[src/rtl/neural_network.sv]
// Fixed-weight 3-4-2 ReLU inference engine.
// Start/ready/valid handshake, one inference in flight at a time.
module neural_network (
  input  logic        clk,
  input  logic        rst,
  input  logic        start,
  input  logic [23:0] input_data,
  output logic [15:0] output_data,
  output logic        valid_out,
  output logic        ready
);

  typedef enum logic [1:0] {
    IDLE,
    HIDDEN,
    OUTPUT,
    DONE
  } state_t;

  state_t state;
  state_t state_next;

  logic signed [7:0]  x0, x1, x2;
  logic        [9:0]  h0, h1, h2, h3;
  logic signed [15:0] s0, s1;
  logic               phase;

  logic signed [9:0]  e0, e1, e2;
  logic signed [9:0]  sum, nsum;
  logic signed [15:0] k0, k1, k2, k3;
  logic signed [15:0] acc0, acc1;

  function automatic logic [9:0] relu(input logic signed [9:0] v);
    return v[9] ? 10'd0 : v;
  endfunction

  function automatic logic [7:0] sat(input logic signed [15:0] v);
    if (v < 16'sd0)
      return 8'd0;
    else if (v > 16'sd255)
      return 8'd255;
    else
      return v[7:0];
  endfunction

  assign e0   = {{2{x0[7]}}, x0};
  assign e1   = {{2{x1[7]}}, x1};
  assign e2   = {{2{x2[7]}}, x2};
  assign sum  = e0 + e1 + e2;
  assign nsum = -sum;

  assign k0 = {6'd0, h0};
  assign k1 = {6'd0, h1};
  assign k2 = {6'd0, h2};
  assign k3 = {6'd0, h3};

  assign acc0 = 16'sd7 + 16'sd11 * k0 + k1
              + 16'sd2 * k2 - k3;
  assign acc1 = 16'sd7 + 16'sd10 * k0 + 16'sd2 * k1
              + 16'sd4 * k2 - k3;

  assign ready = (state == IDLE);

  // OUTPUT spends two cycles: accumulate, then saturate and publish
  always_comb begin
    state_next = state;
    unique case (state)
      IDLE:   if (start) state_next = HIDDEN;
      HIDDEN: state_next = OUTPUT;
      OUTPUT: if (phase) state_next = DONE;
      DONE:   state_next = IDLE;
      default: state_next = IDLE;
    endcase
  end

  always_ff @(posedge clk) begin
    if (rst) begin
      state       <= IDLE;
      x0          <= '0;
      x1          <= '0;
      x2          <= '0;
      h0          <= '0;
      h1          <= '0;
      h2          <= '0;
      h3          <= '0;
      s0          <= '0;
      s1          <= '0;
      phase       <= 1'b0;
      output_data <= '0;
      valid_out   <= 1'b0;
    end else begin
      state     <= state_next;
      valid_out <= 1'b0;
      unique case (state)
        IDLE: begin
          if (start) begin
            x0 <= input_data[23:16];
            x1 <= input_data[15:8];
            x2 <= input_data[7:0];
          end
        end
        HIDDEN: begin
          h0 <= relu(sum);
          h1 <= relu(e0);
          h2 <= relu(e2);
          h3 <= relu(nsum);
        end
        OUTPUT: begin
          if (!phase) begin
            s0    <= acc0;
            s1    <= acc1;
            phase <= 1'b1;
          end else begin
            output_data <= {sat(s0), sat(s1)};
            valid_out   <= 1'b1;
            phase       <= 1'b0;
          end
        end
        DONE: ;
        default: ;
      endcase
    end
  end

endmodule

[config.mk]
export PLATFORM = sky130hd
export DESIGN_NAME = neural_network
export DESIGN_NICKNAME = d
export VERILOG_FILES = /design/src/rtl/neural_network.sv
export SDC_FILE = /design/constraint.sdc
export NUM_CORES = 1
export LEC_CHECK = 0
export ABC_AREA = 1
export CAP_MARGIN = 10
export CORE_MARGIN = 2
export CORE_UTILIZATION = 50
export DETAILED_ROUTE_END_ITERATION = 8
export GPL_TIMING_DRIVEN = 0
export PLACE_DENSITY = 0.69
export SLEW_MARGIN = 25
export SYNTH_ARGS = -nofsm -noshare
export SYNTH_HDL_FRONTEND = slang
export SYNTH_SLANG_ARGS = --single-unit
[constraint.sdc]
create_clock -name clk -period 10 [get_ports clk]
set_input_delay 1.5 -clock clk [delete_from_list [all_inputs] [get_ports clk]]
set_output_delay 1.5 -clock clk [all_outputs]
set_load 0.1 [all_outputs]
======== After elaboration in Yosys (flattened, before gate mapping) ========
Index checks and enable logic that the tools add are counted.
cells by class
  add/subtract/negate cells ............... 11
  equality and inequality tests ........... 5
  multiplexer cells ....................... 13
  bitwise gates (word level) .............. 2
  reductions and logical operators ........ 6
  multipliers ............................. 2
  $lt $le $gt $ge ......................... 4
operators by type and width
  kind                                                                   number
  16-bit by 9-bit > comparator with 1-bit output, second input constant  2
  16-bit by 1-bit < comparator with 1-bit output, second input constant  2
  8-bit 2-to-1 mux                                                       4
  16-bit by 11-bit subtractor with 16-bit output                         2
  3-bit by 14-bit adder with 15-bit output, first input constant         2
  9-bit 2-to-1 mux                                                       2
  15-bit by 10-bit adder with 16-bit output                              1
  15-bit by 11-bit adder with 16-bit output                              1
  16-bit by 12-bit adder with 16-bit output                              1
  16-bit by 13-bit adder with 16-bit output                              1
  4-bit by 10-bit multiplier with 14-bit output, first input constant    1
  7-bit 2-to-1 mux                                                       2
  3-bit by 10-bit multiplier with 13-bit output, first input constant    1
  9-bit by 8-bit adder with 10-bit output                                1
  10-bit negator                                                         1
  8-bit by 8-bit adder with 9-bit output                                 1
  2-bit one-hot mux with 4 select lines                                  1
  2-bit AND reduction                                                    4
  2-bit == test, second input constant                                   2
  2-bit 2-to-1 mux                                                       2
  2-bit inequality test, second input constant                           2
  2-bit by 1-bit == test with 1-bit output, second input constant        1
  2-bit zero test                                                        1
  1-bit 2-to-1 mux                                                       2
  other kinds (2)                                                        3
word-level totals
  bits of input ports ..................... 27
  register bits after elaboration ......... 116
  word-level logic and storage cells ...... 56

======== Depth between registers and ports, before layout ========
Gate-level depths: netlist (run 1).
  depth after elaboration ................. 5
  mapped depth ............................ 21
  depth with buffers taken out ............ 21

======== Worst setup path after synthesis (run 1) ========
No wires, ideal clock.
  path type ............................... reg2reg
  start ................................... register h0[1]
  end ..................................... register s1[13]
  path buffers ............................ 0
  library setup time ...................... 0.116 ns
  cell stages (with the launch flop) ...... 22
  arrival ................................. 3.897 ns
  data required time ...................... 9.884 ns
  slack ................................... 5.987 ns
  cells stage by stage .................... dfxtp_1 > ha_1 > ha_1 > inv_1 > fa_1 > o21ai_0 > xor2_1 > fa_1 > inv_1 > ha_1 > ha_1 > ha_1 > nand2_1 > inv_1 > a21oi_1 > o21bai_1 > nand2_1 > nand2_1 > nand2_1 > nand3_1 > o211ai_1 > inv_1
on the way
  longest elaborated chain between the ends .. 5
ends and longest elaborated chain
  what                                            RTL line  source
  start: declaration                              24        logic [9:0] h0, h1, h2, h3;
  start signal: assignment                        103       h0 <= relu(sum);
  3-bit by 10-bit multiplier with 13-bit output   59        assign acc1 = 16'sd7 + 16'sd10 * k0 + 16'sd2 * k1
  3-bit by 14-bit adder with 15-bit output        59
  15-bit by 11-bit adder with 16-bit output       59
  16-bit by 13-bit adder with 16-bit output       60        + 16'sd4 * k2 - k3;
  16-bit by 11-bit subtractor with 16-bit output  60
  end signal: assignment                          87        s1 <= '0;
  end signal: assignment                          111       s1 <= acc1;
  end: declaration                                25        logic signed [15:0] s0, s1;
No other way between the ends.
A chain may end at the register's enable or synchronous reset.

======== Final worst setup path (run 1) ========
  start ................................... register h0[2]
  end ..................................... register s1[13]
Same word-level chain as after synthesis.

==> run metrics, run 1 <==
Mapped Area=7916 sq um; CTS-repair resized insts=0; Primary FF master, synth=dfxtp_1; DR WL met2=8.568 mm; Hold Fails Final Rpt=0; Post-layout nets=1232; Max Cap Violations=0; Port Buffers=44; Synth Area per Inst=~7.9 sq um; register bit count reported by yosys=between 100 and 150; CP max-delay cell=dfxtp_1; row cnt=between 40 and 50; Slew headroom=around a third; Worst setup EP type=register; Bufs on Longest Clock Path=2; Avg WL per Cell=about 14 um; IO Pins=45; post-detailed-routing wire length=17.91 mm; drt pass-1 iters=6; multiplexer share of the synthesized area=0%; xor/xnor share of the synthesized area=2.323%; FFs w/ async S/R, synth=0%; post-route ant nets=0; Startpoint Class=register; Synth Instances=1000; post-CTS setup buffers=0; CP top delay family=adder cells; largest family of logic cells by synthesized area=adder cells; Netlist cell types=40; antenna cells=0; GP Congestion=0.8375; via/cell ratio=4.989; Final Critical Period=4.656 ns; largest net degree at the start of global routing=20; Via Count=6341; share of cells above drive strength 1=4.717%; Adder-Cell Fraction of Synth Area=28.83%; gr ovfl total=0; crit-path cells=ha_1, ha_1, inv_1, fa_1, o21ai_0, xor2_1, fa_1, inv_1, ha_1, ha_1, ha_1, nand2_1, inv_1, a21oi_1, o21bai_1, nand2_1, nand2_1, nand2_1, nand3_1, o211ai_1, inv_1; Post-CTS Hold Fix Bufs=0; Pins Over Slew Limit=0; commonest non-fill, non-tap cells in the layout=inv_1 (170), nor2_1 (126), nand2_1 (114); Root Driver=clkbuf_16; Net Count, Synth=1177; final design utilization=~60%; core area=15310 sq um; CP Data Required Time=between 10 and 15 ns; Compound-Gate Fraction of Synth Area=11.71%; Max Fanout on Critical Path=6; P&R area growth vs syn=12.79%; Post-synth EDFFs=0; DRC viols=0; crit-path most repeated cell=ha_1; hpwl dp=approximately 15 mm; clk_lat worst skew=0.35 ns; routed wl met3=approximately 560 um; CTS Buf Count=9; buffers and inverters on the worst path=4; Initial Util=approximately half; critical path's largest stage delay=about 0.56 ns; final setup fails=0; unrepaired setup endpoints after global routing=false; global-route wire length before repair=29.81 mm; overall global routing resource usage=22.59%; TritonCTS clock tree=built; clk sinks=108; die area=16850 sq um; period utilisation layout=46.56%; total negative slack=0 ns; Achievable Freq=around 0.21 GHz; Area contributors post-synth=dfxtp_1 (27%), ha_1 (15%), fa_1 (14%), inv_1 (8.1%), nor2_1 (6.0%); 1st-iter DRT viols=379; wl on met1=8.482 mm; Clock transition at path regs=0.08 ns; vias in the first global route=6045; worst slew pin tran=0.9725 ns; initial antenna violation count=0; highest metal layer with signal wires=met4; Synth top area share=27.31%; most common cell after layout, fill and taps aside=inv_1; Critical Path AT=4.91 ns; area leader, netlist=dfxtp_1; status=finished, final reports clean; Hold Path Class=reg -> reg; simple-gate share of the synthesized area=19.98%; skew final=around 0.0057 ns; Yosys Warn Count=0; Seq/Total Area, Yosys=27.31%; Die W=between 100 and 150 um; chip height=129.8 um; H-tree depth=3; Crit Path Class=reg -> reg
-- cells in the mapped netlist (2+ instances only) --
cell type	instances
dfxtp_1	108
xnor2_1	3
clkbuf_1	21
inv_1	170
o21ai_0	81
nand2_1	114
nand2_4	5
nor4_1	3
nand2_2	9
a21oi_1	71
o211ai_1	4
nand3b_1	4
ha_1	96
or2_2	4
clkbuf_4	2
nand3_2	3
o22ai_1	3
buf_1	3
fa_1	54
nand3_4	2
a211oi_1	6
xor2_1	18
inv_2	2
nand4_1	7
o221ai_1	3
nor2_1	126
nor3_1	7
nand3_1	57
o21bai_1	3
-- worst paths after layout --
kind / startpoint / to / slack, ns / cells after the start
worst min-delay path: h3[7] / h3[7] / 0.47 / 2
worst min register to register: h3[7] / h3[7] / 0.47 / 2
worst max-delay path: h0[2] / s1[13] / 5.34 / 21
worst max register to register: h0[2] / s1[13] / 5.34 / 21
-- layout make-up --
type / count / area [sq um]
plain buffers: 28 / 130.1
clock inverters: 7 / 82.58
fillers: 1472 / 6386
repair buffers: 44 / 440.4
clock buffers: 9 / 225.2
inverters: 173 / 649.4
flip-flops and latches: 108 / 2162
multi-input cells: 691 / 4975
well taps: 211 / 264.0
-- layer usage --
metal,up-vias,track usage (%)
met2,119,39.85
li1,3327,-
met5,-,0
met3,22,3.075
met4,0,5.187
met1,2873,29.52
-- cell families after synthesis --
kind of cell | count (synthesis)
AO/OA/AOI/OAI | 174
adder cells (fa/ha/maj) | 150
XOR/XNOR | 21
buffers and inverters | 201
flip-flops | 108
AND/OR/NAND/NOR | 346
-- registers in the layout (all words and copies together) (netlist names) --
| signal | flops |
|---|---|
| x2 | 8 |
| x1 | 8 |
| h0 | 9 |
| h1 | 7 |
| valid_out | 1 |
| s0 | 16 |
| h2 | 7 |
| s1 | 16 |
| output_data | 16 |
| x0 | 8 |
| h3 | 9 |
| phase | 1 |
| state | 2 |
-- worst min-delay path: stages, from the launching register on --
cell     delay [ns]
dfxtp_1        0.31
nand2_1        0.06
a21oi_1        0.05
-- per-stage QoR --
| step | setup slack [ns] | std cells | hold WS [ns] | cell area, sq um |
|---|---|---|---|---|
| floorplan | 5.987 | 1000 | 0.4279 | 7916 |
| global placement | 5.412 | 1255 | 0.4525 | 8621 |
| detailed placement | 5.325 | 1255 | 0.4559 | 8621 |
| CTS | 5.316 | 1271 | 0.4674 | 8929 |
| global route | 4.877 | 1271 | 0.4858 | 8929 |
| finish | 5.344 | 1271 | 0.4653 | 8929 |
Power of run 1 is left out: the tool's default activity adds up to more than one toggle a clock period on the data nets, which glitch-free logic cannot reach.
==> inputs of run 2 (changes only) <==
--- a/config.mk
+++ b/config.mk
@@ -11,7 +11,7 @@
 export CORE_UTILIZATION = 50
 export DETAILED_ROUTE_END_ITERATION = 8
 export GPL_TIMING_DRIVEN = 0
-export PLACE_DENSITY = 0.69
+export PLACE_DENSITY = 0.71
 export SLEW_MARGIN = 25
 export SYNTH_ARGS = -nofsm -noshare
 export SYNTH_HDL_FRONTEND = slang
==> constraint.sdc (replaced) <==
create_clock -name clk -period 4.21 [get_ports clk]
set_input_delay 0.6315 -clock clk [delete_from_list [all_inputs] [get_ports clk]]
set_output_delay 0.6315 -clock clk [all_outputs]
set_load 0.1 [all_outputs]
==> run metrics, run 2 (synthesis gave the netlist of run 1 again) <==
status=finished, final reports clean; Port Buffers=44 (unchanged); final setup fails=0 (unchanged); post-detailed-routing wire length=18.65 mm (+4.1%); Regs by FF count=output_data (16), s0 (16), s1 (16); gr ovfl total=0 (unchanged); Startpoint Class=register; clk_lat worst skew=0.37 ns (+0.02 ns); most common cell after layout, fill and taps aside=inv_1; commonest non-fill, non-tap cells in the layout=inv_1 (169), nor2_1 (126), nand2_1 (113); die area=16850 sq um (unchanged); CP max-delay cell=fa_1; drt pass-1 iters=5 (-1); skew final=0.01277 ns (+0.007035 ns); Reg2Reg Depth=19 (-9.5%); chip height=129.8 um (unchanged); post-route ant nets=0 (unchanged); global-route wire length before repair=30.37 mm (+1.9%); share of cells above drive strength 1=7.966% (+3.2 points); antenna cells=0 (unchanged); core area=15310 sq um (unchanged); Hold Path Class=reg -> reg; Initial Util=51.69% (unchanged); CP Data Required Time=4.47 ns (-5.78 ns); TritonCTS clock tree=built; DRC viols=0 (unchanged); Max Cap Violations=0 (unchanged); design area=9159 sq um (+2.6%); Root Driver=clkbuf_16; 1st-iter DRT viols=421 (+11%); Worst Hold Path Cells=2 (unchanged); H-tree depth=3 (unchanged); Post-CTS Hold Fix Bufs=0 (unchanged); P&R area growth vs syn=15.69%; crit-path most repeated cell=inv_1; GP Congestion=0.8473 (+1.2%); Post-layout nets=1240 (+0.65%); Hold Fails Final Rpt=0 (unchanged); Reg2Reg Setup Slack=0.20 ns (-5.15 ns); vias in the first global route=6242 (+3.3%); IO Pins=45 (unchanged); Critical Path AT=4.27 ns (-0.64 ns); initial antenna violation count=0 (unchanged); crit-path cells=buf_4, buf_4, ha_1, fa_1, fa_1, inv_1, fa_1, inv_1, ha_1, a21oi_1, nand2_2, a21oi_2, inv_1, nand2_1, nand2_1, nand2_1, nand3_1, o211ai_1, inv_1; worst slew pin tran=0.9687 ns (-0.003716 ns); Die W=129.8 um (unchanged); Crit Path Class=reg -> reg; via/cell ratio=5.107 (+2.4%); critical path's largest stage delay=0.55 ns (about the same); crit path launch=h0[3]; end of the worst register-to-register path=s0[13]; hpwl dp=14.70 mm (+0.27%); Final Critical Period=4.012 ns (-0.6443 ns); period utilisation layout=95.29% (+49 points); HP Start=h3[7]; Bufs on Longest Clock Path=2 (unchanged); CTS Buf Count=9 (unchanged); Achievable Freq=0.2493 GHz (+16%); hold-critical path endpoint=h3[7]; Slew headroom=35.22% (+0.25 points); overall global routing resource usage=23.03% (+0.44 points); clk sinks=108 (unchanged); placed inst area=8621 sq um (unchanged); Clock transition at path regs=0.07 ns (about the same); Max Fanout on Critical Path=5 (-1); largest net degree at the start of global routing=18 (-10%); Pins Over Slew Limit=0 (unchanged); Avg WL per Cell=14.59 um (+3.5%); worst r2r src=h0[3]; Via Count=6527 (+2.9%); row cnt=45 (unchanged); Worst setup EP type=register
-- run 2: changes by cell type in the layout (fill, tap and decap cells not counted), moves of 5 or more --
| cell | change |
|---|---|
| ha_1 | -9 |
| ha_4 | +7 |
| a21oi_1 | -5 |
| a21oi_2 | +5 |
| buf_4 | +8 |
| dfxtp_1 | -8 |
| o21ai_0 | -5 |
-- run 2: how the worst max path moves through the flow --
stage | to | depth (start not counted) | slack [ns]
2_1_floorplan | s1[13] | 21 | 0.20
6_report | s0[13] | 19 | 0.20
3_5_place_dp | s1[13] | 21 | -0.40
3_3_place_gp | s1[13] | 21 | -0.33
5_1_grt | s1[14] | 22 | -0.007
4_1_cts | s0[12] | 16 | 0.02
-- run 2: final cells by class --
class / instances / area (sq um)
Clock buffer: 10 / 229.0
Multi-Input combinational cell: 691 / 5116
Inverter: 173 / 651.9
Clock inverter: 5 / 85.08
Fill cell: 1424 / 6156
Timing Repair Buffer: 52 / 500.5
Buffer: 28 / 130.1
Tap cell: 211 / 264.0
Sequential cell: 108 / 2182
-- run 2: layer usage --
metal	part of all wire, %	vias to the layer above	track usage [%]	wire length, um
met1	45	3031	28.71	8459
met2	50	126	40.99	9244
li1	-	3347	-	-
met4	1.9	0	6.515	350
met5	0	-	0	0
met3	3.2	23	4.059	596
-- run 2: through the flow --
stage          std cells   TNS (ns)  worst slack (ns)  util [%]  hold slack [ns]
4_1_cts             1271          0           0.02350     58.54           0.4669
3_5_place_dp        1255     -1.347           -0.3985     56.29           0.4564
2_1_floorplan       1000          0            0.1970         -           0.4279
3_3_place_gp        1255     -1.029           -0.3304     56.29           0.4539
6_report            1278          0            0.1983     59.80           0.4644
5_1_grt             1278  -0.007076         -0.007076     59.80           0.4866
-- run 2: worst max-delay path: cells and delay by family (launching register included) --
family,cells,cell delay [ns]
fa+ha+maj,5,2.26
flops,1,0.36
buf+inv,6,0.48
compound gates,3,0.45
simple gates,5,0.36
-- run 2: repair_timing --
item	CTS	global route
pin swaps	1	11
resized for setup	11	31
setup buffers	1	7
cloned	0	0
setup endpoints to repair	11	12
Power of run 2 is left out for the same reason.
